### config.mk
export PLATFORM = sky130hd
export DESIGN_NAME = register_file_reader
export DESIGN_NICKNAME = d
export VERILOG_FILES = /design/src/rtl/register_file_reader.sv
export SDC_FILE = /design/constraint.sdc
export NUM_CORES = 1
export LEC_CHECK = 0
export CAP_MARGIN = 20
export CORE_MARGIN = 3
export CORE_UTILIZATION = 45
export CTS_BUF_LIST = sky130_fd_sc_hd__clkbuf_16
export DETAILED_ROUTE_END_ITERATION = 7
export PLACE_DENSITY = 0.73
export SYNTH_ARGS = -nofsm -noshare
export SYNTH_HDL_FRONTEND = slang
export SYNTH_SLANG_ARGS = --single-unit
### constraint.sdc
create_clock -name clock -period 3.4 [get_ports clock]
set_input_delay 0.51 -clock clock [delete_from_list [all_inputs] [get_ports clock]]
set_output_delay 0.51 -clock clock [all_outputs]
set_load 0.03 [all_outputs]
### src/rtl/register_file_reader.sv
// Two-read/one-write register file with registered, pulsed read ports.
// Define REGFILE_BYPASS_EN to forward same-edge write data to readers.
module register_file_reader #(
  parameter int WIDTH     = 16,
  parameter int ADDR_BITS = 3
) (
  input  logic                 clock,
  input  logic                 reset,
  input  logic                 writeEnable,
  input  logic [ADDR_BITS-1:0] writeAddr,
  input  logic [WIDTH-1:0]     writeData,
  input  logic                 readEnableA,
  input  logic [ADDR_BITS-1:0] readAddrA,
  output logic [WIDTH-1:0]     readDataA,
  output logic                 readValidA,
  input  logic                 readEnableB,
  input  logic [ADDR_BITS-1:0] readAddrB,
  output logic [WIDTH-1:0]     readDataB,
  output logic                 readValidB
);

  localparam int DEPTH = 2 ** ADDR_BITS;

`ifdef REGFILE_BYPASS_EN
  localparam bit Bypass = 1'b1;
`else
  localparam bit Bypass = 1'b0;
`endif

  logic [WIDTH-1:0] regs_q [DEPTH];

  logic             wr_en;
  logic             hit_a;
  logic             hit_b;
  logic [WIDTH-1:0] data_a_d;
  logic [WIDTH-1:0] data_b_d;
  logic [WIDTH-1:0] data_a_q;
  logic [WIDTH-1:0] data_b_q;
  logic             valid_a_q;
  logic             valid_b_q;

  // Register 0 is never written, so it stays at its reset value of 0.
  assign wr_en = writeEnable && (writeAddr != '0);

  assign hit_a = wr_en && (readAddrA == writeAddr);
  assign hit_b = wr_en && (readAddrB == writeAddr);

  always_comb begin
    data_a_d = data_a_q;
    data_b_d = data_b_q;
    if (readEnableA) begin
      data_a_d = (Bypass && hit_a) ? writeData
                                   : regs_q[readAddrA];
    end
    if (readEnableB) begin
      data_b_d = (Bypass && hit_b) ? writeData
                                   : regs_q[readAddrB];
    end
  end

  always_ff @(posedge clock) begin
    if (reset) begin
      for (int i = 0; i < DEPTH; i++) begin
        regs_q[i] <= '0;
      end
    end else if (wr_en) begin
      regs_q[writeAddr] <= writeData;
    end
  end

  always_ff @(posedge clock) begin
    if (reset) begin
      data_a_q  <= '0;
      data_b_q  <= '0;
      valid_a_q <= 1'b0;
      valid_b_q <= 1'b0;
    end else begin
      data_a_q  <= data_a_d;
      data_b_q  <= data_b_d;
      valid_a_q <= readEnableA;
      valid_b_q <= readEnableB;
    end
  end

  assign readDataA  = data_a_q;
  assign readValidA = valid_a_q;
  assign readDataB  = data_b_q;
  assign readValidB = valid_b_q;

endmodule
Word-level counts from Yosys, hierarchy flattened
Memories as Yosys holds them, arrays and structs flattened. A register that Yosys moved wholly into a read port is not among the register bits.
Cells that the tools add are included.
{ "classes": {"muxes": 8, "n_reduce_logical": 3} }
{ "op_table": {"columns": ["cell", "count"], "rows": [
  ["16-bit two-way mux", 1],
  ["16-bit OR reduction", 1],
  ["1-bit two-way mux", 6],
  ["3-bit two-way mux", 1],
  ["3-bit nonzero test", 1],
  ["1-bit logical AND", 1]
]} }
{ "word_totals": {"ff_bits": 2, "ram_bits": 128, "input_bits": 30, "output_inout_bits": 34, "elab_cells": 14, "mem_count": 1} }
{ "memory_table": {"columns": ["memory", "depth", "word_bits", "rd", "rd_clocked_by_memory_dff", "write_ports", "line", "rtl"], "rows": [
  ["regs_q", 8, 16, 2, 2, 8, "30", "logic [WIDTH-1:0] regs_q [DEPTH];"]
]} }

Logic depth before layout (Yosys ltp)
{ "depth": {"depth_word": 7, "ltp_mapped": 7, "mapped_depth_nobuf": 4} }

Worst setup path before layout
Ideal clock, no wire load.
{ "synth_path": {"kind": "input-to-reg", "startpoint": "input reset", "endpoint": "memory regs_q[2][0] (enable)", "setup_ns": 0.334, "arrival_ns": 1.574, "required_time_ns": 3.066, "slack_ns": 1.492, "path_stages": 4, "path_buffers": 1, "path_cell_list": "clkbuf_1 -> or3b_1 -> nor2_2 -> or2_2"} }
{ "synth_lines": {"columns": ["element", "line", "rtl"], "rows": [
  ["start: declaration", "8", "input logic reset,"],
  ["end: declaration", "30", null]
]} }

==> reports/results.ini <==
[outcome]
status = finished, final reports clean

[final_layout]
final_cell_mix = 128 x sky130_fd_sc_hd__edfxtp_1, 112 x sky130_fd_sc_hd__and2_1, 64 x sky130_fd_sc_hd__mux2i_1, 60 x sky130_fd_sc_hd__clkdlybuf4s50_1, 45 x sky130_fd_sc_hd__mux2_1
area_delta_synth_final_pct = 16.23
nets_final = 705
num-fill-cells = 1432
most_common_cell_after_layout_fill_and_taps_aside = sky130_fd_sc_hd__edfxtp_1
layout-drive-gt1-share = 0.1397
number_of_diodes = 0

[cts]
cts_htree_levels = 4
hold_buffers = 0
post-cts-setup-buffers = 0
clk_transition_reported_paths_ps = 60
cts_max_path_buffers = 2
insertion_delay_ps = 420
cts.sink_count = 162
clk_root_buffer_cell = sky130_fd_sc_hd__clkbuf_16
post_cts.resized_instances = 0
cts_made_buffers = 17
cts_tree = done

[floorplanning]
fp.coreArea_um2 = 17480
initial_core_util = 0.4641
die-height_um = 140.3
chipWidth_um = 140.3
num_io_pins = 64
die_area_um2 = 19670
placement_rows = 48

[setup_path]
worstSetupPathType = in2reg
rrSetupSlack_ps = 1950
timing.rr.end = readDataA[4]
worst_setup_path_end_kind = flip-flop
cp_startpoint_kind = primary input
crit-reg2reg-launch = regs_q[5][4]
timing.critical_path.required_ps = 3480
worst_r2r_path_depth = 4
crit_path_max_fanout = 17
data_arrival_time_at_the_worst_slack_endpoint_ps = 2310

[route]
detail_route.first_pass.iterations = 6
count_of_antenna_violating_nets_left_after_detailed_routing = 0
detail_route.iter0.violations = 422
drc = 0
vias = 5131
detail_route.wl_per_cell_um = 20.57
via_density_per_instance = 5.626
routed_wire_length_um = 18760

[grt]
track_usage = 0.1971
grt_use_met1 = 0.2787
groute.layer.met3.usage = 0.03380
total_congestion_overflow_after_global_routing = 0
gr-usage-met2 = 0.3100
antenna_found_initial = 0
grt_first_pass_wirelength_um = 29810
via_count_of_the_first_global_routing_pass = 5119
largest_net_degree_at_the_start_of_global_routing = 37
grt_busiest_layer = met2

[synthesis]
synth.avg_cell_area_um2 = 13.36
yosys-top-cells-area = sky130_fd_sc_hd__edfxtp_1 47%, sky130_fd_sc_hd__and2_1 8.6%, sky130_fd_sc_hd__dfxtp_1 8.4%
synthDominantCellAreaShare = 0.4739
ys_types = 30
synth_sequential_area_ratio = 0.5578
synthDominantAreaCellType = sky130_fd_sc_hd__edfxtp_1
synth_area_um2 = 8112
ys.warnings.count = 0
synth_seq_cells = 162
netlist_instances = 607

[power]
total_power_per_unit_cell_area_nw_per_um2 = 511.7
irDropWorstVdd_mv = 0.3184
leakagePower_nw = 3.495
power_mw = 4.824

[sta]
setup_viol = 0
finalClockSkew_ps = 11.39
tns_ps = 0
worst_slew_margin_rel = 0.2749
period_share = 0.6553
unrepaired_setup_endpoints_after_global_routing = false
final-hold-violation-count = 0
finalMaxSlewViolations = 0
max_freq_ghz = 0.4489
worst_slew_pin_slew_ps = 1084
post-route-min-period_ps = 2228

[hold_path]
timing.hold.worst.start = readDataA[14]
min_delay_worst_endpoint = readDataA[14]
min-delay-path-class = reg2reg
whs_path_depth = 2

[placed_design]
portBuffers = 63
hpwlAfterDp_um = 13030
gp_routability_congestion = 0.7970

[run]
max_cap_violations = 0

## cell type report
cell class | count | area [µm²] | area share
Clock buffer | 17 | 425.4 | 0.04512
Clock inverter | 14 | 133.9 | 0.01420
Multi-Input combinational cell | 413 | 3287 | 0.3486
Timing Repair Buffer | 81 | 775.7 | 0.08228
Sequential cell | 162 | 4524 | 0.4799
Tap cell | 225 | 281.5 | 0.02986
## power by group
| part | total, mW | switching [mW] | internal [mW] |
|---|---|---|---|
| registers | 2.35 | 0.0711 | 2.28 |
| logic | 0.650 | 0.374 | 0.276 |
| clock network | 1.82 | 0.703 | 1.12 |
| total | 4.82 | 1.15 | 3.68 |
## worst max path at each step
| stage | start | endpoint |
|---|---|---|
| CTS | writeEnable | regs_q[6][9] |
| global route | writeEnable | regs_q[6][0] |
| detailed placement | writeEnable | regs_q[6][11] |
| finish | writeEnable | regs_q[6][11] |
| floorplan | reset | regs_q[2][0] |
| global placement | writeEnable | regs_q[6][10] |
## routing by layer
layer,vias to the layer above,part of all wire
li1,2412,-
met1,2513,0.46
met2,183,0.47
met3,23,0.054
met4,0,0.014
met5,-,0
## state kept, by name, summed over array words and instances (netlist names)
signal      flops
readDataA      16
readDataB      16
readValidA      1
readValidB      1
regs_q        128
## worst max-delay path, stage by stage
cell and delay [ps]:
sky130_fd_sc_hd__clkdlybuf4s50_1 470, sky130_fd_sc_hd__or3b_1 440, sky130_fd_sc_hd__nor2_2 440, sky130_fd_sc_hd__or2_2 440
## metrics by stage
step	setup WS, ps	hold slack (ps)	util	instances	instance area [µm²]
detailed placement	739.4	486.1	0.5074	881	8869
global route	1024	512.0	0.5394	912	9428
floorplan	1492	605.4	-	622	8168
CTS	1187	493.8	0.5394	912	9428
global placement	840.7	477.8	0.5074	881	8869
finish	1172	490.3	0.5394	912	9428
## cells by family (layout without fill, tap and decap cells)
family / Yosys count / count (layout) / share of synthesized area
compound gates: 96 / 96 / 0.1080
buf+inv: 47 / 112 / 0.04396
flops: 162 / 162 / 0.5578
mux: 128 / 128 / 0.1678
other cells: 1 / 16 / 0.0004623
simple gates: 173 / 173 / 0.1220
## cell usage after synthesis
| library cell | instances |
|---|---|
| sky130_fd_sc_hd__or2_2 | 7 |
| sky130_fd_sc_hd__clkbuf_1 | 26 |
| sky130_fd_sc_hd__nand2_1 | 3 |
| sky130_fd_sc_hd__dfxtp_1 | 34 |
| sky130_fd_sc_hd__buf_8 | 1 |
| sky130_fd_sc_hd__a211oi_2 | 23 |
| sky130_fd_sc_hd__buf_1 | 1 |
| sky130_fd_sc_hd__a22oi_1 | 6 |
| sky130_fd_sc_hd__o22ai_1 | 26 |
| sky130_fd_sc_hd__nand3b_1 | 1 |
| sky130_fd_sc_hd__nor2b_1 | 4 |
| sky130_fd_sc_hd__nand2b_1 | 4 |
| sky130_fd_sc_hd__mux2i_1 | 64 |
| sky130_fd_sc_hd__edfxtp_1 | 128 |
| sky130_fd_sc_hd__a221o_1 | 26 |
| sky130_fd_sc_hd__nor2_1 | 37 |
| sky130_fd_sc_hd__a211oi_1 | 9 |
| sky130_fd_sc_hd__buf_4 | 1 |
| sky130_fd_sc_hd__nor2_2 | 3 |
| sky130_fd_sc_hd__mux2_2 | 19 |
| sky130_fd_sc_hd__mux2_1 | 45 |
| sky130_fd_sc_hd__buf_2 | 3 |
| sky130_fd_sc_hd__buf_12 | 7 |
| sky130_fd_sc_hd__and2_1 | 112 |
| sky130_fd_sc_hd__buf_6 | 6 |
| sky130_fd_sc_hd__or3b_1 | 1 |
| sky130_fd_sc_hd__nor3_2 | 1 |
| sky130_fd_sc_hd__clkbuf_2 | 2 |
| sky130_fd_sc_hd__conb_1 | 1 |
| sky130_fd_sc_hd__o221ai_1 | 6 |
Power figures use the tool's default switching activity.
